### config.mk
export PLATFORM = sky130hd
export DESIGN_NAME = uart_receiver
export DESIGN_NICKNAME = d
export VERILOG_FILES = /design/src/rtl/uart_receiver.sv
export SDC_FILE = /design/constraint.sdc
export NUM_CORES = 1
export LEC_CHECK = 0
export ABC_AREA = 1
export BUFFER_PORTS_ARGS = -buffer_cell sky130_fd_sc_hd__buf_2
export CORE_AREA = 2 2 61 63
export CTS_CLUSTER_SIZE = 28
export DETAILED_ROUTE_END_ITERATION = 7
export DIE_AREA = 0 0 63 65
export PLACE_DENSITY = 0.83
export SETUP_SLACK_MARGIN = 0.3
export SYNTH_ARGS = -nofsm -noshare
export SYNTH_HDL_FRONTEND = slang
export SYNTH_SLANG_ARGS = --single-unit
### constraint.sdc
create_clock -name clk -period 4.3 [get_ports clk]
set_clock_uncertainty 0.05 [all_clocks]
set_input_delay 0.43 -clock clk [delete_from_list [all_inputs] [get_ports clk]]
set_output_delay 0.43 -clock clk [all_outputs]
set_load 0.1 [all_outputs]
### src/rtl/uart_receiver.sv
// 8N1 UART receiver with oversampled bit recovery, byte counter and framing flag.
// Define RX_MAJORITY_EN for 3-sample majority voting per bit.
module uart_receiver #(
  parameter int CLK_FREQ   = 100_000_000,
  parameter int BAUDRATE   = 57600,
  parameter int OVERSAMPLE = 16
) (
  input  logic       clk,
  input  logic       reset,
  input  logic       rx_data_in,
  input  logic       count_clr,
  output logic [7:0] rx_data,
  output logic       rx_valid,
  output logic       frame_err,
  output logic [7:0] rx_count,
  output logic       busy
);

  localparam int TICK_DIV = CLK_FREQ / (BAUDRATE * OVERSAMPLE);
  localparam int TW = (TICK_DIV > 1) ? $clog2(TICK_DIV) : 1;
  localparam int SW = $clog2(OVERSAMPLE);
`ifdef RX_MAJORITY_EN
  localparam int START_PT = OVERSAMPLE / 2;
`else
  localparam int START_PT = OVERSAMPLE / 2 - 1;
`endif
  localparam logic [TW-1:0] TICK_LAST  = TW'(TICK_DIV - 1);
  localparam logic [SW-1:0] START_LAST = SW'(START_PT);
  localparam logic [SW-1:0] SAMP_LAST  = SW'(OVERSAMPLE - 1);

  typedef enum logic [2:0] {
    IDLE,
    START,
    DATA,
    STOP,
    WAIT_IDLE
  } state_e;

  logic          sync1_q;
  logic          sync2_q;
  logic          rx_s;
  logic [TW-1:0] tick_cnt_q;
  logic          tick;
  logic          bit_val;

  state_e        state_q, state_d;
  logic [SW-1:0] samp_q, samp_d;
  logic [2:0]    bit_q, bit_d;
  logic [7:0]    shift_q, shift_d;
  logic [7:0]    data_q, data_d;
  logic          valid_q, valid_d;
  logic          ferr_q, ferr_d;
  logic [7:0]    cnt_q, cnt_d;

  always_ff @(posedge clk) begin
    if (reset) begin
      sync1_q <= 1'b1;
      sync2_q <= 1'b1;
    end else begin
      sync1_q <= rx_data_in;
      sync2_q <= sync1_q;
    end
  end

  assign rx_s = sync2_q;

  always_ff @(posedge clk) begin
    if (reset) begin
      tick_cnt_q <= '0;
    end else if (tick) begin
      tick_cnt_q <= '0;
    end else begin
      tick_cnt_q <= tick_cnt_q + 1'b1;
    end
  end

  assign tick = (tick_cnt_q == TICK_LAST);

`ifdef RX_MAJORITY_EN
  // Two previous tick samples; the current rx_s is the third vote.
  logic [1:0] vote_q;

  always_ff @(posedge clk) begin
    if (reset) begin
      vote_q <= 2'b11;
    end else if (tick) begin
      vote_q <= {vote_q[0], rx_s};
    end
  end

  assign bit_val = (vote_q[1] & vote_q[0]) |
                   (vote_q[1] & rx_s) |
                   (vote_q[0] & rx_s);
`else
  assign bit_val = rx_s;
`endif

  always_comb begin
    state_d = state_q;
    samp_d  = samp_q;
    bit_d   = bit_q;
    shift_d = shift_q;
    data_d  = data_q;
    valid_d = 1'b0;
    ferr_d  = 1'b0;
    cnt_d   = cnt_q;
    if (tick) begin
      unique case (state_q)
        IDLE: begin
          if (!rx_s) begin
            state_d = START;
            samp_d  = '0;
          end
        end
        START: begin
          if (samp_q == START_LAST) begin
            samp_d = '0;
            bit_d  = '0;
            state_d = bit_val ? IDLE : DATA;
          end else begin
            samp_d = samp_q + 1'b1;
          end
        end
        DATA: begin
          if (samp_q == SAMP_LAST) begin
            samp_d  = '0;
            shift_d = {bit_val, shift_q[7:1]};
            bit_d   = bit_q + 1'b1;
            if (bit_q == 3'd7) begin
              state_d = STOP;
            end
          end else begin
            samp_d = samp_q + 1'b1;
          end
        end
        STOP: begin
          if (samp_q == SAMP_LAST) begin
            samp_d = '0;
            if (bit_val) begin
              data_d  = shift_q;
              valid_d = 1'b1;
              cnt_d   = cnt_q + 1'b1;
              state_d = IDLE;
            end else begin
              ferr_d  = 1'b1;
              state_d = WAIT_IDLE;
            end
          end else begin
            samp_d = samp_q + 1'b1;
          end
        end
        WAIT_IDLE: begin
          if (rx_s) begin
            state_d = IDLE;
          end
        end
        default: state_d = IDLE;
      endcase
    end
    // Clear beats a same-cycle increment.
    if (count_clr) begin
      cnt_d = '0;
    end
  end

  always_ff @(posedge clk) begin
    if (reset) begin
      state_q <= IDLE;
      samp_q  <= '0;
      bit_q   <= '0;
      shift_q <= '0;
      data_q  <= '0;
      valid_q <= 1'b0;
      ferr_q  <= 1'b0;
      cnt_q   <= '0;
    end else begin
      state_q <= state_d;
      samp_q  <= samp_d;
      bit_q   <= bit_d;
      shift_q <= shift_d;
      data_q  <= data_d;
      valid_q <= valid_d;
      ferr_q  <= ferr_d;
      cnt_q   <= cnt_d;
    end
  end

  assign rx_data   = data_q;
  assign rx_valid  = valid_q;
  assign frame_err = ferr_q;
  assign rx_count  = cnt_q;
  assign busy      = (state_q != IDLE);

endmodule

==> impl_metrics.py <==
metrics = {
    "global_route": {
        "grt_pass1_wl_um": 6270,
        "grt_max_degree": 18,
        "grtUsageTotal_pct": 19.2,
        "grt_pass1_vias": 1509,
        "antenna_found_initial": 0,
        "gr-total-overflow": 0,
    },
    "route": {
        "avgViaCountPerCell": 4.86,
        "drt_iter0_markers": 98,
        "vias": 1680,
        "ant_nets": 0,
        "remaining_drc_errors": 0,
        "wl_per_cell_um": 10.2,
        "drt-pass1-iter-count": 4,
        "wl_um": 3540,
    },
    "final_layout": {
        "final_cell_mix": "nand2_1, nor2_1, dfxtp_1",
        "fin_cells": 346,
        "multiInputGateArea_um2": 1030,
        "regArea_um2": 901,
        "nets": 306,
        "fin_util_pct": 64.3,
        "synthToLayoutAreaGrowth_pct": 9.98,
        "layout_commonest_cell": "nand2_1",
        "n_fill_cell": 331,
        "fin_area_um2": 2250,
        "diodes": 0,
        "drive_above_1_share_pct": 18.5,
    },
    "clocking": {
        "cts_sinks": 45,
        "clockBufferDepth": 2,
        "clk_pin_slew_ns": 0.14,
        "htreeDepth": 2,
        "postCtsHoldBufs": 0,
        "cts_buffers": 5,
        "tritoncts": "built",
        "cts_resized": 0,
        "worstSkewPairLatency_ns": 0.36,
        "cts_setup_buffers": 0,
        "cts.root.buffer_cell": "clkbuf_4",
    },
    "sta": {
        "fmax_mhz": 498,
        "finalHoldViolCount": 0,
        "tightest_slew_ns": 0.473,
        "finalSetupViolCount": 0,
        "drv_slew": 0,
        "min_period_ns": 2.01,
        "tns_ns": 0,
        "min_period_over_period_pct": 46.7,
        "grt_setup_unrepaired": "no",
        "relSlewSlack_pct": 68.3,
    },
    "synth": {
        "seq_area_frac_synth_pct": 44.1,
        "synth.area.top_cells": "dfxtp_1, nand2_1, nor2_1, a21oi_1, inv_1",
        "synth_area_um2": 2040,
        "ys_seq_elements": 45,
        "yosysUniqueCellTypes": 29,
        "yosys_warnings": 0,
        "avgSynthCellArea_um2": 7.51,
        "synth_cells": 272,
        "synth_nets": 281,
        "yosysTopAreaCell": "dfxtp_1",
        "synth_top_area_share_pct": 44.1,
    },
    "place": {
        "dpl.hpwl_um": 2560,
        "place_congestion": 0.872,
        "numPortBuffers": 22,
        "place_area_um2": 2190,
        "dp.cells": 338,
    },
    "floorplan": {
        "die_x_um": 63,
        "initial_core_util_pct": 58.4,
        "fp-row-count": 22,
        "dieArea_um2": 4100,
        "core_area_um2": 3500,
        "io_pins": 23,
        "die_h_um": 65,
    },
    "power": {
        "vdd_ir_drop_max_mv": 0.244,
        "power_leakage_nw": 0.950,
        "switchingPower_w": 0.000156,
        "swShare_pct": 24.2,
        "clockPowerShare_pct": 31.9,
        "power_frac_seq_pct": 65.3,
        "p_int_w": 0.000491,
        "p_comb_share_pct": 2.8,
        "p_per_area_nw_per_um2": 288,
    },
    "job": {
        "cap_violations": 0,
    },
    "worst_setup_path": {
        "path_class": "register to output port",
        "startpoint_type": "register",
        "r2r_end": "rx_count[4]",
        "cp_max_fo": 8,
        "reg2reg_slack_ns": 2.64,
        "required_ns": 3.82,
        "reg2reg_depth": 8,
        "startpoint": "state_q[1]",
        "r2r_start": "samp_q[0]",
        "worstPathArrival_ns": 1.53,
        "endpoint_kind": "output port",
    },
    "min_path": {
        "hold_end": "sync1_q",
        "hold_depth": 2,
        "holdCritPathClass": "primary input to register",
        "holdCritStartpoint": "rx_data_in",
    },
    "outcome": {
        "status": "complete, no violations",
    },
}
==> cell type report <==
class / instances / share of cell area [%]
clock inverters: 3 / 0.947
multi-input cells: 199 / 45.7
inverters: 24 / 4.06
clock buffers: 5 / 1.67
repair buffers: 22 / 4.90
flip-flops and latches: 45 / 40.1
well taps: 48 / 2.67
==> layer usage <==
metal / vias up / routed length (um) / part of all wire (%) / track usage [%]
met2: 28 / 1640 / 46 / 32.6
li1: 915 / - / - / -
met4: 0 / 42 / 1.2 / 5.83
met3: 5 / 146 / 4.1 / 5.38
met1: 732 / 1710 / 48 / 23.7
met5: - / 0 / 0 / 0
==> cells by family after synthesis <==
kind of cell / count (synthesis) / share of synthesized area, %
and+or+nand+nor: 153 / 36.5
DFF: 45 / 44.1
AOI/OAI and AO/OA: 38 / 9.37
buffers and inverters: 28 / 5.69
adders and majority gates: 5 / 3.06
xor gates and xnor gates: 3 / 1.29
==> metrics by stage <==
stage / power, W / hold slack, ns / worst slack, ns
after detailed placement: 0.000450 / 0.361 / 2.64
after CTS: 0.000656 / 0.193 / 2.30
after global placement: 0.000450 / 0.347 / 2.69
final: 0.000647 / 0.196 / 2.29
after floorplan: 0.000445 / 0.339 / 2.24
after global routing: 0.000677 / 0.182 / 2.23
==> synth_stat cells <==
cell type,number
o21ai_1,1
nor3b_1,1
xor2_1,1
clkinv_1,1
nor3_1,3
nor2_2,4
clkbuf_1,1
inv_1,19
nand2_4,1
a21oi_1,22
buf_6,1
nand2_2,2
nand3_4,4
nor2_1,53
dfxtp_1,45
clkinv_2,1
xnor2_1,2
nand3_2,2
nor2_8,1
a31oi_1,1
buf_2,2
nand3_1,14
or2_2,3
nand4_1,1
o21ai_0,14
nor2_4,4
ha_1,5
inv_2,3
nand2_1,60
==> worst max path at each step <==
| stage | cells after the start | slack, ns | end |
|---|---|---|---|
| 3_3_place_gp | 8 | 2.69 | rx_count[4] |
| 4_1_cts | 3 | 2.30 | busy |
| 3_5_place_dp | 4 | 2.64 | tick_cnt_q[6] |
| 6_report | 3 | 2.29 | busy |
| 2_1_floorplan | 8 | 2.24 | rx_count[6] |
| 5_1_grt | 3 | 2.23 | busy |
==> power by group through the flow <==
stage	Combinational [W]	Sequential (W)	Clock, W
floorplan	0.0000137	0.000431	0
CTS	0.0000184	0.000423	0.000214
detailed placement	0.0000182	0.000432	0
global route	0.0000214	0.000423	0.000232
finish	0.0000183	0.000423	0.000207
global placement	0.0000179	0.000432	0
==> sequential cells by signal, summed over array words and instances (netlist names) <==
| name | cells |
|---|---|
| rx_count | 8 |
| rx_data | 8 |
| shift_q | 8 |
| tick_cnt_q | 7 |
| samp_q | 4 |
| bit_q | 3 |
| state_q | 3 |
| bit_val | 1 |
| frame_err | 1 |
| rx_valid | 1 |
| sync1_q | 1 |
==> critical path: stages, from the launching register on <==
cell and delay [ns]:
dfxtp_1 0.50, nor2_1 0.15, nand2_1 0.10, buf_2 0.42
Note: power is estimated with default switching activity, not from simulation.
